<file path="src/rtl/chimp_pkg.sv">
// Shared definitions for the chimp game: cell-word layout, colours, mode code
// and the drawer state encoding.
package chimp_pkg;

  localparam int ACTIVE_BIT = 6;
  localparam int SHOW_BIT   = 5;
  localparam int NUM_MSB    = 4;

  localparam logic [2:0] BLACK = 3'b000;
  localparam logic [2:0] WHITE = 3'b111;
  localparam logic [2:0] BLUE  = 3'b001;

  localparam logic [1:0] GAME_CHIMP = 2'b10;

  localparam int TILE = 16;

  typedef enum logic [2:0] {
    ST_IDLE  = 3'd0,
    ST_FETCH = 3'd1,
    ST_LATCH = 3'd2,
    ST_DRAW  = 3'd3,
    ST_DONE  = 3'd4
  } drawer_state_t;

endpackage

</file>
<file path="src/rtl/chimp_digit_font.sv">
// 3x5 decimal digit font; returns one glyph bit. Out-of-range digit/row/col
// read as background.
module chimp_digit_font (
  input  logic [3:0] i_digit,
  input  logic [2:0] i_row,
  input  logic [1:0] i_col,
  output logic       o_pixel
);

  logic [14:0] w_bits;
  logic [3:0]  w_idx;

  // Rows packed top to bottom, three bits each, leftmost column in the MSB.
  always_comb begin
    case (i_digit)
      4'd0:    w_bits = 15'b111_101_101_101_111;
      4'd1:    w_bits = 15'b010_110_010_010_111;
      4'd2:    w_bits = 15'b111_001_111_100_111;
      4'd3:    w_bits = 15'b111_001_111_001_111;
      4'd4:    w_bits = 15'b101_101_111_001_001;
      4'd5:    w_bits = 15'b111_100_111_001_111;
      4'd6:    w_bits = 15'b111_100_111_101_111;
      4'd7:    w_bits = 15'b111_001_001_001_001;
      4'd8:    w_bits = 15'b111_101_111_101_111;
      4'd9:    w_bits = 15'b111_101_111_001_111;
      default: w_bits = 15'b0;
    endcase
  end

  assign w_idx = ({1'b0, i_row} * 4'd3) + {2'b00, i_col};

  always_comb begin
    o_pixel = 1'b0;
    if (i_row <= 3'd4 && i_col <= 2'd2)
      o_pixel = w_bits[4'd14 - w_idx];
  end

endmodule

</file>
<file path="src/rtl/chimp_grid_drawer.sv">
// Sweeps every chimp cell, fetches its status word and paints a 16x16 tile
// per cell, one pixel per cycle, into the VGA pixel-write port.
module chimp_grid_drawer
  import chimp_pkg::*;
#(
  parameter  int COLS   = 8,
  parameter  int ROWS   = 5,
  parameter  int X0     = 16,
  parameter  int Y0     = 20,
  localparam int NCELLS = COLS * ROWS,
  localparam int AW     = $clog2(NCELLS)
) (
  input  logic          clk,
  input  logic          iReset,
  input  logic [1:0]    iGameMode,
  input  logic          iStart,
  output logic [AW-1:0] oCellAddr,
  input  logic [6:0]    iCellData,
  output logic [7:0]    oX,
  output logic [6:0]    oY,
  output logic [2:0]    oColour,
  output logic          oPlot,
  output logic          oBusy,
  output logic          oDone
);

  localparam int CW = (COLS > 1) ? $clog2(COLS) : 1;
  localparam int RW = (ROWS > 1) ? $clog2(ROWS) : 1;

  drawer_state_t r_state;
  logic [AW-1:0] r_cell;
  logic [CW-1:0] r_col;
  logic [RW-1:0] r_row;
  logic [3:0]    r_px;
  logic [3:0]    r_py;
  logic [6:0]    r_word;
  logic          r_plot;
  logic          r_busy;
  logic          r_done;

  logic [4:0] w_num;
  logic [3:0] w_tens;
  logic [4:0] w_tens_sub;
  logic [3:0] w_ones;
  logic       w_in_rows;
  logic       w_in_tens;
  logic       w_in_ones;
  logic [3:0] w_py_off;
  logic [3:0] w_px_off;
  logic [2:0] w_font_row;
  logic [1:0] w_font_col;
  logic [3:0] w_digit;
  logic       w_font_pix;
  logic       w_glyph;
  logic [2:0] w_colour;
  logic [7:0] w_x;
  logic [6:0] w_y;
  logic       w_abort;

  assign w_abort = (iGameMode != GAME_CHIMP);

  always_ff @(posedge clk or negedge iReset) begin
    if (!iReset) begin
      r_state <= ST_IDLE;
      r_cell  <= '0;
      r_col   <= '0;
      r_row   <= '0;
      r_px    <= '0;
      r_py    <= '0;
      r_word  <= '0;
      r_plot  <= 1'b0;
      r_busy  <= 1'b0;
      r_done  <= 1'b0;
    end else begin
      r_done <= 1'b0;
      case (r_state)
        ST_IDLE: begin
          if (iStart && !w_abort) begin
            r_state <= ST_FETCH;
            r_cell  <= '0;
            r_col   <= '0;
            r_row   <= '0;
            r_busy  <= 1'b1;
          end
        end
        ST_DONE: r_state <= ST_IDLE;
        default: begin
          if (w_abort) begin
            r_state <= ST_IDLE;
            r_plot  <= 1'b0;
            r_busy  <= 1'b0;
          end else begin
            case (r_state)
              ST_FETCH: r_state <= ST_LATCH;
              ST_LATCH: begin
                r_word  <= iCellData;
                r_px    <= '0;
                r_py    <= '0;
                r_plot  <= 1'b1;
                r_state <= ST_DRAW;
              end
              ST_DRAW: begin
                r_px <= r_px + 4'd1;
                if (r_px == 4'd15) begin
                  r_py <= r_py + 4'd1;
                  if (r_py == 4'd15) begin
                    r_plot <= 1'b0;
                    if (r_cell == AW'(NCELLS - 1)) begin
                      r_state <= ST_DONE;
                      r_busy  <= 1'b0;
                      r_done  <= 1'b1;
                    end else begin
                      r_state <= ST_FETCH;
                      r_cell  <= r_cell + 1'b1;
                      // col/row track cell so pixel coordinates need no divider.
                      if (r_col == CW'(COLS - 1)) begin
                        r_col <= '0;
                        r_row <= r_row + 1'b1;
                      end else begin
                        r_col <= r_col + 1'b1;
                      end
                    end
                  end
                end
              end
              default: r_state <= ST_IDLE;
            endcase
          end
        end
      endcase
    end
  end

  assign w_num = r_word[NUM_MSB:0];

  always_comb begin
    w_tens     = 4'd0;
    w_tens_sub = 5'd0;
    if (w_num >= 5'd30) begin
      w_tens = 4'd3; w_tens_sub = 5'd30;
    end else if (w_num >= 5'd20) begin
      w_tens = 4'd2; w_tens_sub = 5'd20;
    end else if (w_num >= 5'd10) begin
      w_tens = 4'd1; w_tens_sub = 5'd10;
    end
  end

  assign w_ones     = 4'(w_num - w_tens_sub);
  assign w_in_rows  = (r_py >= 4'd3) && (r_py <= 4'd12);
  assign w_in_tens  = w_in_rows && (r_px >= 4'd1) && (r_px <= 4'd6) && (w_tens != 4'd0);
  assign w_in_ones  = w_in_rows && (r_px >= 4'd8) && (r_px <= 4'd13);
  assign w_py_off   = r_py - 4'd3;
  assign w_px_off   = w_in_tens ? (r_px - 4'd1) : (r_px - 4'd8);
  // Font is scaled x2, so drop the low offset bit in each direction.
  assign w_font_row = 3'(w_py_off >> 1);
  assign w_font_col = 2'(w_px_off >> 1);
  assign w_digit    = w_in_tens ? w_tens : w_ones;

  chimp_digit_font u_font (
    .i_digit (w_digit),
    .i_row   (w_font_row),
    .i_col   (w_font_col),
    .o_pixel (w_font_pix)
  );

  assign w_glyph = w_font_pix && (w_in_tens || w_in_ones);

  always_comb begin
    w_colour = BLACK;
    if (r_px == 4'd15 || r_py == 4'd15 || !r_word[ACTIVE_BIT])
      w_colour = BLACK;
    else if (!r_word[SHOW_BIT])
      w_colour = WHITE;
    else if (w_glyph)
      w_colour = WHITE;
    else
      w_colour = BLUE;
  end

  assign w_x = 8'(X0 + TILE * int'(r_col) + int'(r_px));
  assign w_y = 7'(Y0 + TILE * int'(r_row) + int'(r_py));

  assign oCellAddr = r_cell;
  assign oX        = r_plot ? w_x : 8'd0;
  assign oY        = r_plot ? w_y : 7'd0;
  assign oColour   = r_plot ? w_colour : 3'd0;
  assign oPlot     = r_plot;
  assign oBusy     = r_busy;
  assign oDone     = r_done;

endmodule

</file>
<file path="config.mk">
export PLATFORM = sky130hd
export DESIGN_NAME = chimp_grid_drawer
export DESIGN_NICKNAME = d
export VERILOG_FILES = /design/src/rtl/chimp_pkg.sv /design/src/rtl/chimp_digit_font.sv /design/src/rtl/chimp_grid_drawer.sv
export SDC_FILE = /design/constraint.sdc
export NUM_CORES = 1
export LEC_CHECK = 0
export BUFFER_PORTS_ARGS = -buffer_cell sky130_fd_sc_hd__buf_2
export CORE_AREA = 2 2 68 86
export CTS_BUF_LIST = sky130_fd_sc_hd__clkbuf_4
export CTS_CLUSTER_SIZE = 28
export DETAILED_ROUTE_END_ITERATION = 12
export DIE_AREA = 0 0 70 88
export GPL_TIMING_DRIVEN = 0
export PLACE_DENSITY = 0.72
export SYNTH_ARGS = -nofsm -noshare
export SYNTH_HDL_FRONTEND = slang
export SYNTH_SLANG_ARGS = --single-unit
</file>
<file path="constraint.sdc">
create_clock -name clk -period 4.34 [get_ports clk]
set_input_delay 0.651 -clock clk [delete_from_list [all_inputs] [get_ports clk]]
set_output_delay 0.651 -clock clk [all_outputs]
set_load 0.01 [all_outputs]
</file>
==> impl_metrics.env <==
export IMPL_status="complete, but fails checks"
export IMPL_violations="negative setup slack"
export IMPL_drc=0
export IMPL_core_area_um2=5330
export IMPL_fin_crit_ps=4890
export IMPL_htree_num_levels=2
export IMPL_start_kind="flip-flop"
export IMPL_clkLatencyLatePin_ps=340
export IMPL_hpwl_mm=4.82
export IMPL_port_buffers=38
export IMPL_dr_first_iter_drc_count=160
export IMPL_tritoncts="yes"
export IMPL_fill_cells=461
export IMPL_ant_nets=0
export IMPL_slew_headroom=0.499
export IMPL_dr_pass1_iters=5
export IMPL_initial_utilization=0.521
export IMPL_hold_path_class="input port to asynchronous set/reset pin"
export IMPL_grt_setup_unrepaired="true"
export IMPL_tns_ps=-1030
export IMPL_grt_max_degree=34
export IMPL_wl_per_cell_um=14.9
export IMPL_rows=30
export IMPL_cts_clk_slew_worst_paths_ps=110
export IMPL_cap_violations=0
export IMPL_cp_slowest_cell="fa_2"
export IMPL_gp_congestion=0.882
export IMPL_slowest_delay_ps=580
export IMPL_ys_seq_area_frac=0.297
export IMPL_ir_drop_v=0.000199
export IMPL_cts_root_buf="clkbuf_4"
export IMPL_worstSetupPathType="flip-flop to output pin"
export IMPL_clock_skew_ps=9.73
export IMPL_synth_seq_cells=33
export IMPL_dieArea_um2=6160
export IMPL_n_antenna_cell=0
export IMPL_syn_avg_cell_area_um2=8.93
export IMPL_report_final_hold_viol_count=0
export IMPL_syn_num_nets=350
export IMPL_crit_required_ps=3690
export IMPL_cp_num_buf_inv=5
export IMPL_mostFrequentLayoutCell="buf_2"
export IMPL_ys_flop_type="dfrtp_1"
export IMPL_grt_pass1_wl_mm=11.0
export IMPL_end_kind="output pin"
export IMPL_drive_gt1_frac=0.341
export IMPL_path_max_fanout=3
export IMPL_fin_crit_sh=1.13
export IMPL_viasPerCell=5.85
export IMPL_setup_slack_ps=-553
export IMPL_leakagePower_uw=0.00161
export IMPL_synth_distinct_cells=67
export IMPL_postCtsHoldBufs=0
export IMPL_place_ws_ps=-603
export IMPL_crit_chain="inv_4 > ha_4 > nor3b_4 > a221oi_4 > nand2_2 > a21oi_4 > nand2_2 > xnor2_2 > fa_1 > inv_2 > fa_2 > inv_2 > nor2_4 > o21a_1 > o221ai_2 > o311ai_1 > o311ai_1 > a41o_1 > buf_6 > buf_6"
export IMPL_netlist_area_um2=2780
export IMPL_grt_pass1_vias=2436
export IMPL_ys_async_sr_fraction=1.00
export IMPL_fp_dieW_um=70
export IMPL_ios=39
export IMPL_finalMaxSlewViolations=0
export IMPL_max_freq_mhz=204
export IMPL_antenna_found_initial=0
export IMPL_final_nets=419
export IMPL_grtUsageTotal=0.221
export IMPL_wirelength_mm=6.65
export IMPL_fp_dieH_um=88
export IMPL_num_vias=2605
export IMPL_setup_viol_count_final=2
export IMPL_crit_family="adder cells"
export IMPL_tightest_slew_ps=752
export IMPL_cts_buffer_depth=2
export IMPL_synth_edf_count=0
export IMPL_final_cell_mix="buf_2 (41), nand2_1 (30), dfrtp_1 (28)"
export IMPL_worstPathArrival_ps=4240
export IMPL_power_density_nw_per_um2=443
export IMPL_cts_buffers_inserted=5
export IMPL_overflow=0
export IMPL_synthCells=311
export IMPL_area_growth_pct=26.4
export IMPL_numClockSinks=33
export IMPL_ys_warnings_count=0
-- metal layers --
metal / wire, um / track usage / up-vias
met2: 3410 / 0.396 / 100
li1: - / - / 1251
met5: 0 / 0 / -
met1: 2720 / 0.258 / 1230
met3: 280 / 0.0288 / 24
met4: 238 / 0.121 / 0
-- per-stage QoR --
stage	power, uW	cell area [um^2]	cells	util	hold slack, ps
finish	1550	3510	445	0.659	360
global route	1650	3510	445	0.659	421
CTS	1490	3400	438	0.638	373
detailed placement	1100	3090	413	0.581	496
global placement	1090	3090	413	0.581	491
floorplan	944	2820	311	-	355
-- kinds of logic (layout without fill, tap and decap cells) --
family | count (synthesis) | after routing | synth area share
DFF | 33 | 33 | 0.297
adders and majority gates | 28 | 28 | 0.133
and+or+nand+nor | 116 | 116 | 0.225
AOI/OAI and AO/OA | 76 | 76 | 0.209
muxes | 6 | 6 | 0.0257
xor gates and xnor gates | 17 | 17 | 0.0536
buffers and inverters | 35 | 105 | 0.0559
-- synthesized netlist by cell type (all sizes together) (3+ instances only) --
cell | count | area (um^2)
nor3b | 4 | 35.0
nand2 | 33 | 124
a21oi | 11 | 58.8
inv | 24 | 90.1
buf | 7 | 50.1
fa | 3 | 60.1
nor3 | 6 | 30.0
mux2 | 6 | 71.3
ha | 24 | 300
and3 | 3 | 20.0
o31ai | 6 | 45.0
nand3b | 3 | 22.5
xor2 | 7 | 61.3
a221oi | 3 | 43.8
clkbuf | 3 | 11.3
o22a | 3 | 26.3
dfrtp | 33 | 826
nand4 | 4 | 25.0
o221ai | 4 | 35.0
o21ai | 20 | 104
a21o | 3 | 22.5
nor4 | 3 | 33.8
nor2b | 4 | 25.0
nand2b | 3 | 26.3
and2 | 13 | 81.3
o311ai | 3 | 26.3
nor2 | 26 | 100
xnor2 | 10 | 87.6
nand3 | 8 | 52.6
o21a | 3 | 22.5
-- final cells by class --
type	count	area, um^2	area share
well taps	64	80.1	0.0228
flip-flops and latches	33	832	0.237
plain buffers	10	68.8	0.0196
multi-input cells	243	1950	0.555
clock buffers	5	37.5	0.0107
inverters	25	98.8	0.0282
clock inverters	3	65.1	0.0185
repair buffers	62	380	0.108
-- worst paths after layout --
kind / start / endpoint / slack, ps / depth (start not counted)
hold reg to reg: r_word[5]$_DFFE_PN0P_ / r_word[5]$_DFFE_PN0P_ / 520 / 1
max in group asynchronous: iReset / r_px[0]$_DFFE_PN0P_ / 3460 / 1
hold / removal: iReset / r_py[0]$_DFFE_PN0P_ / 360 / 1
setup reg to reg: r_px[1]$_DFFE_PN0P_ / r_row[0]$_DFFE_PN0P_ / 1960 / 11
setup / recovery: r_px[1]$_DFFE_PN0P_ / oColour[2] / -550 / 20
min in group clk: iCellData[4] / r_word[4]$_DFFE_PN0P_ / 500 / 3
-- timing repair --
item	CTS	global route
pin swaps	11	11
setup endpoints to repair	2	2
buffers inserted	17	7
gates resized for setup	19	16
-- registers in the layout, indices dropped and copies added (netlist names) --
register / flops
r_state: 3
r_py: 4
r_row: 3
oPlot: 1
oBusy: 1
oDone: 1
r_px: 4
r_word: 7
r_col: 3
oCellAddr: 6
-- report_power, final --
part / switching (uW) / total (uW) / internal (uW)
combinational: 504 / 914 / 410
sequential: 20.4 / 349 / 328
clock: 113 / 292 / 178
Note: power is estimated with default switching activity, not from simulation.
